**config.mk**
```make
export PLATFORM = sky130hd
export DESIGN_NAME = mcpu_fetch_unit
export DESIGN_NICKNAME = d
export VERILOG_FILES = /design/src/rtl/mcpu_pkg.sv /design/src/rtl/mcpu_fetch_queue.sv /design/src/rtl/mcpu_fetch_unit.sv
export SDC_FILE = /design/constraint.sdc
export NUM_CORES = 1
export LEC_CHECK = 0
export CORE_UTILIZATION = 48
export CTS_CLUSTER_DIAMETER = 30
export CTS_CLUSTER_SIZE = 10
export DETAILED_ROUTE_END_ITERATION = 8
export GPL_TIMING_DRIVEN = 1
export PLACE_DENSITY = 0.77
export SETUP_SLACK_MARGIN = 0.05
export SYNTH_ARGS = -nofsm -noshare
export SYNTH_HDL_FRONTEND = slang
export SYNTH_SLANG_ARGS = --single-unit
```
**constraint.sdc**
```tcl
create_clock -name clk -period 2.9 [get_ports clk]
set_input_delay 0.725 -clock clk [delete_from_list [all_inputs] [get_ports clk]]
set_output_delay 0.725 -clock clk [all_outputs]
set_load 0.01 [all_outputs]
```
**src/rtl/mcpu_pkg.sv**
```systemverilog
// Shared MCPU types and widths: the fetch FSM state, the queue entry layout and the default
// word/address widths (these must match the RAM controller's WORD_SIZE and ADDR_WIDTH).
package mcpu_pkg;
  localparam int MCPU_WORD_SIZE  = 8;
  localparam int MCPU_ADDR_WIDTH = 8;

  typedef enum logic {
    RUN    = 1'b0,
    HALTED = 1'b1
  } fetch_state_e;

  typedef struct packed {
    logic [MCPU_ADDR_WIDTH-1:0] pc;
    logic [MCPU_WORD_SIZE-1:0]  instr;
  } fetch_entry_t;
endpackage

```
**src/rtl/mcpu_fetch_queue.sv**
```systemverilog
// Synchronous FIFO; rdata shows the head combinationally, so a push is visible on the next cycle.
// Pushing while full without a pop is dropped. flush empties the queue and overrides push/pop.
module mcpu_fetch_queue #(
  parameter int DEPTH = 2,
  parameter int WIDTH = 16
) (
  input  logic                   clk,
  input  logic                   rst_n,
  input  logic                   push,
  input  logic                   pop,
  input  logic                   flush,
  input  logic [WIDTH-1:0]       wdata,
  output logic [WIDTH-1:0]       rdata,
  output logic                   full,
  output logic                   empty,
  output logic [$clog2(DEPTH):0] count
);
  localparam int PW = $clog2(DEPTH);
  localparam int CW = PW + 1;

  logic [WIDTH-1:0] mem [DEPTH];
  logic [PW-1:0]    wr_ptr, rd_ptr;
  logic             do_push, do_pop;

  assign full    = (count == CW'(DEPTH));
  assign empty   = (count == '0);
  assign do_pop  = pop & !empty;
  assign do_push = push & (!full | do_pop);
  assign rdata   = mem[rd_ptr];

  always_ff @(posedge clk) begin
    if (!rst_n || flush) begin
      wr_ptr <= '0;
      rd_ptr <= '0;
      count  <= '0;
    end else begin
      if (do_push) wr_ptr <= wr_ptr + PW'(1);
      if (do_pop)  rd_ptr <= rd_ptr + PW'(1);
      case ({do_push, do_pop})
        2'b10:   count <= count + CW'(1);
        2'b01:   count <= count - CW'(1);
        default: count <= count;
      endcase
    end
  end

  // Storage needs no reset; the pointers make stale words unreachable.
  always_ff @(posedge clk) begin
    if (do_push) mem[wr_ptr] <= wdata;
  end
endmodule

```
**src/rtl/mcpu_fetch_unit.sv**
```systemverilog
// MCPU fetch stage: a fetched word reaches instr_out the cycle after it is read; the PC holds while
// the prefetch queue is full and undrained. Optional FETCH_COUNT_EN builds the fetch counter.
module mcpu_fetch_unit
  import mcpu_pkg::*;
#(
  parameter int                    WORD_SIZE   = MCPU_WORD_SIZE,
  parameter int                    ADDR_WIDTH  = MCPU_ADDR_WIDTH,
  parameter logic [ADDR_WIDTH-1:0] RESET_PC    = '0,
  parameter int                    QUEUE_DEPTH = 2
) (
  input  logic                  clk,
  input  logic                  rst_n,
  output logic [ADDR_WIDTH-1:0] instraddr,
  input  logic [WORD_SIZE-1:0]  instrrd,
  output logic [WORD_SIZE-1:0]  instr_out,
  output logic [ADDR_WIDTH-1:0] instr_pc,
  output logic                  instr_valid,
  input  logic                  instr_ready,
  input  logic                  redirect,
  input  logic [ADDR_WIDTH-1:0] redirect_pc,
  input  logic                  halt,
  output logic [15:0]           fetch_count
);
  typedef struct packed {
    logic [ADDR_WIDTH-1:0] pc;
    logic [WORD_SIZE-1:0]  instr;
  } entry_t;

  fetch_state_e                 state, state_nxt;
  logic [ADDR_WIDTH-1:0]        pc;
  logic                         enq, deq;
  logic                         q_full, q_empty;
  logic [$clog2(QUEUE_DEPTH):0] q_count;
  entry_t                       head, last_q, wentry;

  assign instraddr   = pc;
  assign instr_valid = (q_count != '0);
  assign deq         = instr_valid & instr_ready;
  assign wentry      = '{pc: pc, instr: instrrd};

  always_comb begin
    state_nxt = state;
    enq       = 1'b0;
    case (state)
      RUN: begin
        if (!redirect) begin
          if (halt) state_nxt = HALTED;
          else      enq       = !q_full | deq;
        end
      end
      HALTED: begin
        if (redirect) state_nxt = RUN;
      end
      default: state_nxt = RUN;
    endcase
  end

  always_ff @(posedge clk) begin
    if (!rst_n) begin
      state <= RUN;
      pc    <= RESET_PC;
    end else begin
      state <= state_nxt;
      if (redirect) pc <= redirect_pc;
      else if (enq) pc <= pc + ADDR_WIDTH'(1);
    end
  end

  mcpu_fetch_queue #(
    .DEPTH (QUEUE_DEPTH),
    .WIDTH ($bits(entry_t))
  ) u_queue (
    .clk   (clk),
    .rst_n (rst_n),
    .push  (enq),
    .pop   (deq),
    .flush (redirect),
    .wdata (wentry),
    .rdata (head),
    .full  (q_full),
    .empty (q_empty),
    .count (q_count)
  );

  // The FIFO head is meaningless once drained, so the last shown entry is held instead.
  always_ff @(posedge clk) begin
    if (!rst_n)        last_q <= '0;
    else if (!q_empty) last_q <= head;
  end

  assign instr_out = q_empty ? last_q.instr : head.instr;
  assign instr_pc  = q_empty ? last_q.pc    : head.pc;

`ifdef FETCH_COUNT_EN
  logic [15:0] fcnt;
  always_ff @(posedge clk) begin
    if (!rst_n)   fcnt <= '0;
    else if (enq) fcnt <= fcnt + 16'd1;
  end
  assign fetch_count = fcnt;
`else
  assign fetch_count = '0;
`endif
endmodule

```
Yosys cells after proc, flatten, opt, wreduce, memory -nomap -nowiden
Memories as Yosys holds them, arrays and structs flattened. A register that Yosys moved wholly into a read port is not among the register bits.
Index checks and enable logic that the tools add are counted.

operators by class
  add/sub/neg operators = 5
  $mul = 0
  divide/modulo/power cells = 0
  order comparisons = 0
  equality and inequality tests = 3
  shift operators = 0
  multiplexer cells = 16
  bitwise gates (word level) = 6
  reduce and logical (&&, ||, !) cells = 8

operator list
  operator                                                                count
  8-bit 2-to-1 mux                                                        4
  1-bit 2-to-1 mux                                                        10
  8-bit by 1-bit adder with 8-bit output (second input constant)          1
  2-bit nonzero test                                                      3
  2-bit equality test (second input constant)                             2
  2-bit case mux with 2 select lines                                      1
  1-bit AND                                                               3
  1-bit logical NOT                                                       3
  1-bit adder (second input constant)                                     2
  2-bit by 1-bit adder with 2-bit output (second input constant)          1
  2-bit by 1-bit equality test with 1-bit output (second input constant)  1
  2-bit logical NOT                                                       1
  1-bit OR                                                                2
  1-bit case mux with 2 select lines                                      1
  2-bit by 1-bit subtractor with 2-bit output (second input constant)     1
  1-bit logical OR                                                        1
  1-bit NOT                                                               1

word-level totals
  flip-flop bits (word level) = 29
  bits in latches = 0
  memory bits (writable) = 32
  memory bits (read-only) = 0
  input bits = 21
  output and inout bits = 41
  memories = 1

memory list
  name         depth  bits a word  rd ports  clocked after Yosys merged registers in  wr ports  RTL line                text
  u_queue.mem  2      16           1         1                                        1         mcpu_fetch_queue.sv:21  logic [WIDTH-1:0] mem [DEPTH];

Logic depth before layout (Yosys ltp)
  depth after elaboration = 9
  gate-level depth with buffers = 7
  mapped depth without buffers = 6

Modules after synthesis
Synthesis repeated with hierarchy kept, for this count alone.

unflattened totals
  cells, all modules = 206
  area, all modules = 2698.8 µm²

by module, submodules not included
  module            instances  cells each  area an instance (µm²)
  mcpu_fetch_queue  1          81          1428.9
  mcpu_fetch_unit   1          125         1270.0

Worst setup path before layout
OpenSTA, ideal clock, no wires.

  path type = input to register
  start = input halt
  end = memory u_queue.mem[1][0], enable pin
  library setup time = 0.389 ns
  data arrival time = 1.762 ns
  required time = 2.511 ns
  path slack = 0.750 ns
  cell stages on the path = 3
  path buffers = 0
  path through = nor2_1 > nand3_1 > nor2_1

on the way
  word-level cells in the longest chain between the ends = 6

RTL lines
  element                                 RTL line                text
  start, declared                         mcpu_fetch_unit.sv:21   input logic halt,
  1-bit 2-to-1 mux                        mcpu_fetch_unit.sv:47   if (halt) state_nxt = HALTED;
  1-bit 2-to-1 mux                        mcpu_fetch_unit.sv:46   if (!redirect) begin
  1-bit 2-to-1 mux                        mcpu_fetch_unit.sv:44   case (state)
  1-bit AND                               mcpu_fetch_queue.sv:28  assign do_push = push & (!full | do_pop);
  1-bit 2-to-1 mux                        mcpu_fetch_queue.sv:49  if (do_push) mem[wr_ptr] <= wdata;
  1-bit 2-to-1 mux (implied by the code)  mcpu_fetch_queue.sv:49
  end, declared                           mcpu_fetch_queue.sv:21

No other way between the ends.

Final worst setup path
  start = register u_queue.count[1]
  end = output instr_out[4]

on the way
  word-level cells in the longest chain between the ends = 2

RTL lines
  element                 RTL line                text
  start, declared         mcpu_fetch_queue.sv:16  output logic [$clog2(DEPTH):0] count
  start signal, assigned  mcpu_fetch_queue.sv:40  2'b10: count <= count + CW'(1);
  start signal, assigned  mcpu_fetch_queue.sv:41  2'b01: count <= count - CW'(1);
  start signal, assigned  mcpu_fetch_queue.sv:42  default: count <= count;
  2-bit logical NOT       mcpu_fetch_queue.sv:26  assign empty = (count == '0);
  8-bit 2-to-1 mux        mcpu_fetch_unit.sv:91   assign instr_out = q_empty ? last_q.instr : head.instr;
  end, declared           mcpu_fetch_unit.sv:15   output logic [WORD_SIZE-1:0] instr_out,

No other way between the ends.

==> impl_summary.log <==
INFO  metric run_status = finished clean
INFO  metric finalSetupTns = 0 ps
INFO  metric initialDrtViolationCount = 99
INFO  metric dr.pass1.iters = 4
INFO  metric htreeDepth = 3
INFO  metric grt_setup_unrepaired = no
INFO  metric maxSlewViolCount = 0
INFO  metric grt_antenna_before_repair = 0
INFO  metric cap_viol_max_count = 0
INFO  metric synthArstFlopShare = 0%
INFO  metric yosys.cell_types.count = 39
INFO  metric placement_rows = 26
INFO  metric total_core_area = slightly above 0.005 sq mm
INFO  metric period_share = 91.5%
INFO  metric clockBufferDepth = 2
INFO  metric io_buffers = 45
INFO  metric final_area = between 0.003 and 0.004 sq mm
INFO  metric post_synth_fa_ha_maj_area_fraction = less than 1%
INFO  metric finalCriticalPeriod = around 2700 ps
INFO  metric number_of_enable_type_register_cells_in_the_synthesized_netlist = 32
INFO  metric worst_clock_skew = 4.79 ps
INFO  metric synthCells = 227
INFO  metric ys_warn_count = 0
INFO  metric cts_buffers = 9
INFO  metric synth.area.mux_share = 6.10%
INFO  metric largest_family_of_logic_cells_by_synthesized_area = compound AO/OA/AOI/OAI gates
INFO  metric critical-path-slowest-cell = clkdlybuf4s50_1
INFO  metric portion_of_synthesized_cell_area_occupied_by_the_leading_cell_type = 36.6%
INFO  metric critPathLaunchType = flop
INFO  metric finalWeightedCongestion = roughly 0.82
INFO  metric detailroute.via_count = 1837
INFO  metric post_synthesis_cell_type_with_the_largest_combined_area = edfxtp_1
INFO  metric synth_seq_cells = 62
INFO  metric layout.nets = 298
INFO  metric simple_logic_cell_fraction_of_the_synthesized_area = 10.7%
INFO  metric dr_vias_cell = around 5.2
INFO  metric cp_data_arrival_time = 1930 ps
INFO  metric cts_setup_buffers = 0
INFO  metric grt-ovfl-total = 0
INFO  metric timing.final.setup_violations = 0
INFO  metric clock_latency = 330 ps
INFO  metric wire_length_of_the_first_global_routing_pass = 7980 microns
INFO  metric final_util = a little under two thirds
INFO  metric timing.critical_path.fanout_max = 49
INFO  metric drc = 0
INFO  metric leakage_component_of_the_power = 1.14 nW
INFO  metric final_layout_size_suffix_gt1_share = 8.57%
INFO  metric route.detailed.wl_per_inst = 13.4 microns
INFO  metric worst_ep_required_time = about 2200 ps
INFO  metric initial_core_utilization = 50.7%
INFO  metric synth.cell_area = 0.00262 sq mm
INFO  metric synthTopCellsByArea = edfxtp_1, dfxtp_1, mux2i_1
INFO  metric groute.usage.overall = 18.0%
INFO  metric floorplan.die.width = 75.9 microns
INFO  metric clkTransAtPathRegs = 60 ps
INFO  metric placed_instance_area = 0.00308 sq mm
INFO  metric place.detailed.hpwl = between 3000 and 4000 microns
INFO  metric worst_pin_slew = 573 ps
INFO  metric synth-xor-area-share = 1.00%
INFO  metric wirelength = between 4000 and 5000 microns
INFO  metric clock_sinks = 62
INFO  metric grt_pass1_vias = roughly 1700
INFO  metric max-vdd-ir-drop = 301 uV
INFO  metric max-slew-margin-rel = between 60% and 70%
INFO  metric hold_viol = 0
INFO  metric area_growth = 25.5%
INFO  metric worstSetupPathType = reg -> out
INFO  metric die_y = 75.9 microns
INFO  metric tritoncts_clock_tree = done
INFO  metric synth-seq-area-share = between 50 and 60%
INFO  metric grt_start_max_net_pins = 50
INFO  metric crit_path_capture_type = output pin
INFO  metric io_pins = 62
INFO  metric report.power.total = 2.00 mW
INFO  metric clockRootBuffer = clkbuf_8
INFO  metric num_antenna_cells = 0
INFO  metric largest_delay_contributor_family_on_the_critical_path = buffers and inverters
INFO  metric min-delay-path-class = reg -> reg
INFO  metric power-per-cell-area = 609 mW/mm^2
INFO  metric synthesized_area_fraction_occupied_by_ao_oa_aoi_and_oai_cells = 13.9%
INFO  metric timing.critical_path.cells = or2_1 > buf_12 > nor2_1 > a21oi_1 > clkdlybuf4s50_1
INFO  metric timing.fmax = approximately 380 MHz
INFO  metric buffers_inverters_on_critical_path = 2
INFO  metric synthesis.area_per_instance = roughly 12 sq um
INFO  metric postSynth.topFlopCell = edfxtp_1
INFO  metric floorplan.die_area = 0.00577 sq mm
INFO  metric critPathMaxStageDelay = between 500 and 600 ps
INFO  metric fill_cells = 405
INFO  metric final_antenna_net_count = 0
-- path summary, 6_finish.rpt --
kind                            depth (start not counted)          endpoint        startpoint  slack, ps
worst max-delay path                                    5      instr_out[4]  u_queue.count[1]        250
worst min-delay path                                    2    u_queue.rd_ptr    u_queue.rd_ptr        510
worst max register to register                          5  u_queue.count[1]  u_queue.count[1]       1100
worst min register to register                          2    u_queue.rd_ptr    u_queue.rd_ptr        510
-- cells in the final DEF, fill, tap and decap left out, types with 3 or more instances in the layout --
cell type        Yosys  routed
a211oi_1            17      17
a21oi_1             18      18
a31oi_1              5       5
buf_4               18       4
clkbuf_8             0      12
clkdlybuf4s50_1      0      45
conb_1               1      16
dfxtp_1             30      29
edfxtp_1            32      32
inv_1                3       3
mux2i_1             16      16
nand2_1              3       3
nand3_1              3       3
nor2_1              24      24
o21ai_0              8       8
o21ai_1              3       3
o31ai_1              3       3
or3_1                4       4
or4_1                3       3
-- worst register-to-register path: stages (launching register included) --
cell	delay [ps]
dfxtp_1	410
or3b_1	410
nand3_1	150
ha_1	270
or3_1	360
a21oi_1	140
-- where the power goes --
group / internal (mW) / switching (mW) / leakage, nW
sequential: 0.963 / 0.0242 / 0.543
combinational: 0.122 / 0.117 / 0.491
clock: 0.465 / 0.313 / 0.103
total: 1.55 / 0.455 / 1.14
-- synth_stat cells (2+ instances only) --
cell and number:
dfxtp_1 30, a31oi_1 5, ha_1 2, a21oi_1 18
o21ai_0 8, buf_4 18, or4_1 3, or3_1 4
edfxtp_1 32, nor2_1 24, nand4_1 2, a211oi_1 17
nand2_1 3, or3b_1 2, o21ai_1 3, clkbuf_1 4
and3_1 2, nor4_1 2, or2_1 2, nand3_1 3
mux2i_1 16, buf_2 5, xor2_1 2, inv_1 3
o31ai_1 3
-- registers in the layout, indices dropped and copies added (netlist names), named ones only --
register	cells
u_queue.mem	32
last_q	16
instraddr	8
u_queue.count	2
state	1
u_queue.rd_ptr	1
u_queue.wr_ptr	1
-- per-layer routing --
layer  GRT usage (%)  part of all wire (%)  vias to the layer above
met3            5.30                   5.3                       10
li1                -                     -                      911
met4            8.85                   2.0                        0
met2            28.8                    48                       63
met5               0                     0                        -
met1            22.4                    45                      853
-- through the flow --
step | hold slack, ps | setup WS, ps | cells
after floorplan | 471 | 750 | 242
after global placement | 484 | 359 | 334
after detailed placement | 500 | 328 | 334
after CTS | 515 | 141 | 350
after global routing | 530 | 101 | 350
final | 509 | 245 | 350
-- cell type report --
| class | instances | area [sq um] | share of cell area, % |
|---|---|---|---|
| clock buffers | 13 | 169 | 5.13 |
| well taps | 70 | 87.6 | 2.66 |
| clock inverters | 3 | 41.3 | 1.25 |
| multi-input cells | 148 | 917 | 27.8 |
| inverters | 4 | 15.0 | 0.456 |
| repair buffers | 50 | 500 | 15.2 |
| flip-flops and latches | 62 | 1560 | 47.5 |
-- what timing repair did --
| action | CTS | global route |
|---|---|---|
| hold buffers | 0 | 0 |
| hold endpoints to repair | 0 | 0 |
| setup endpoints to repair | 0 | 2 |
| resized for setup | 0 | 1 |
-- cell families (layout without fill, tap and decap cells) --
logic type,count (synthesis),count (layout)
AND/OR/NAND/NOR,53,53
flip-flops,62,62
buffers and inverters,32,70
other,1,16
XOR/XNOR,3,3
adder cells (fa/ha/maj),2,2
multiplexers,16,16
AO/OA/AOI/OAI,58,58
(Power assumes the default switching activity.)
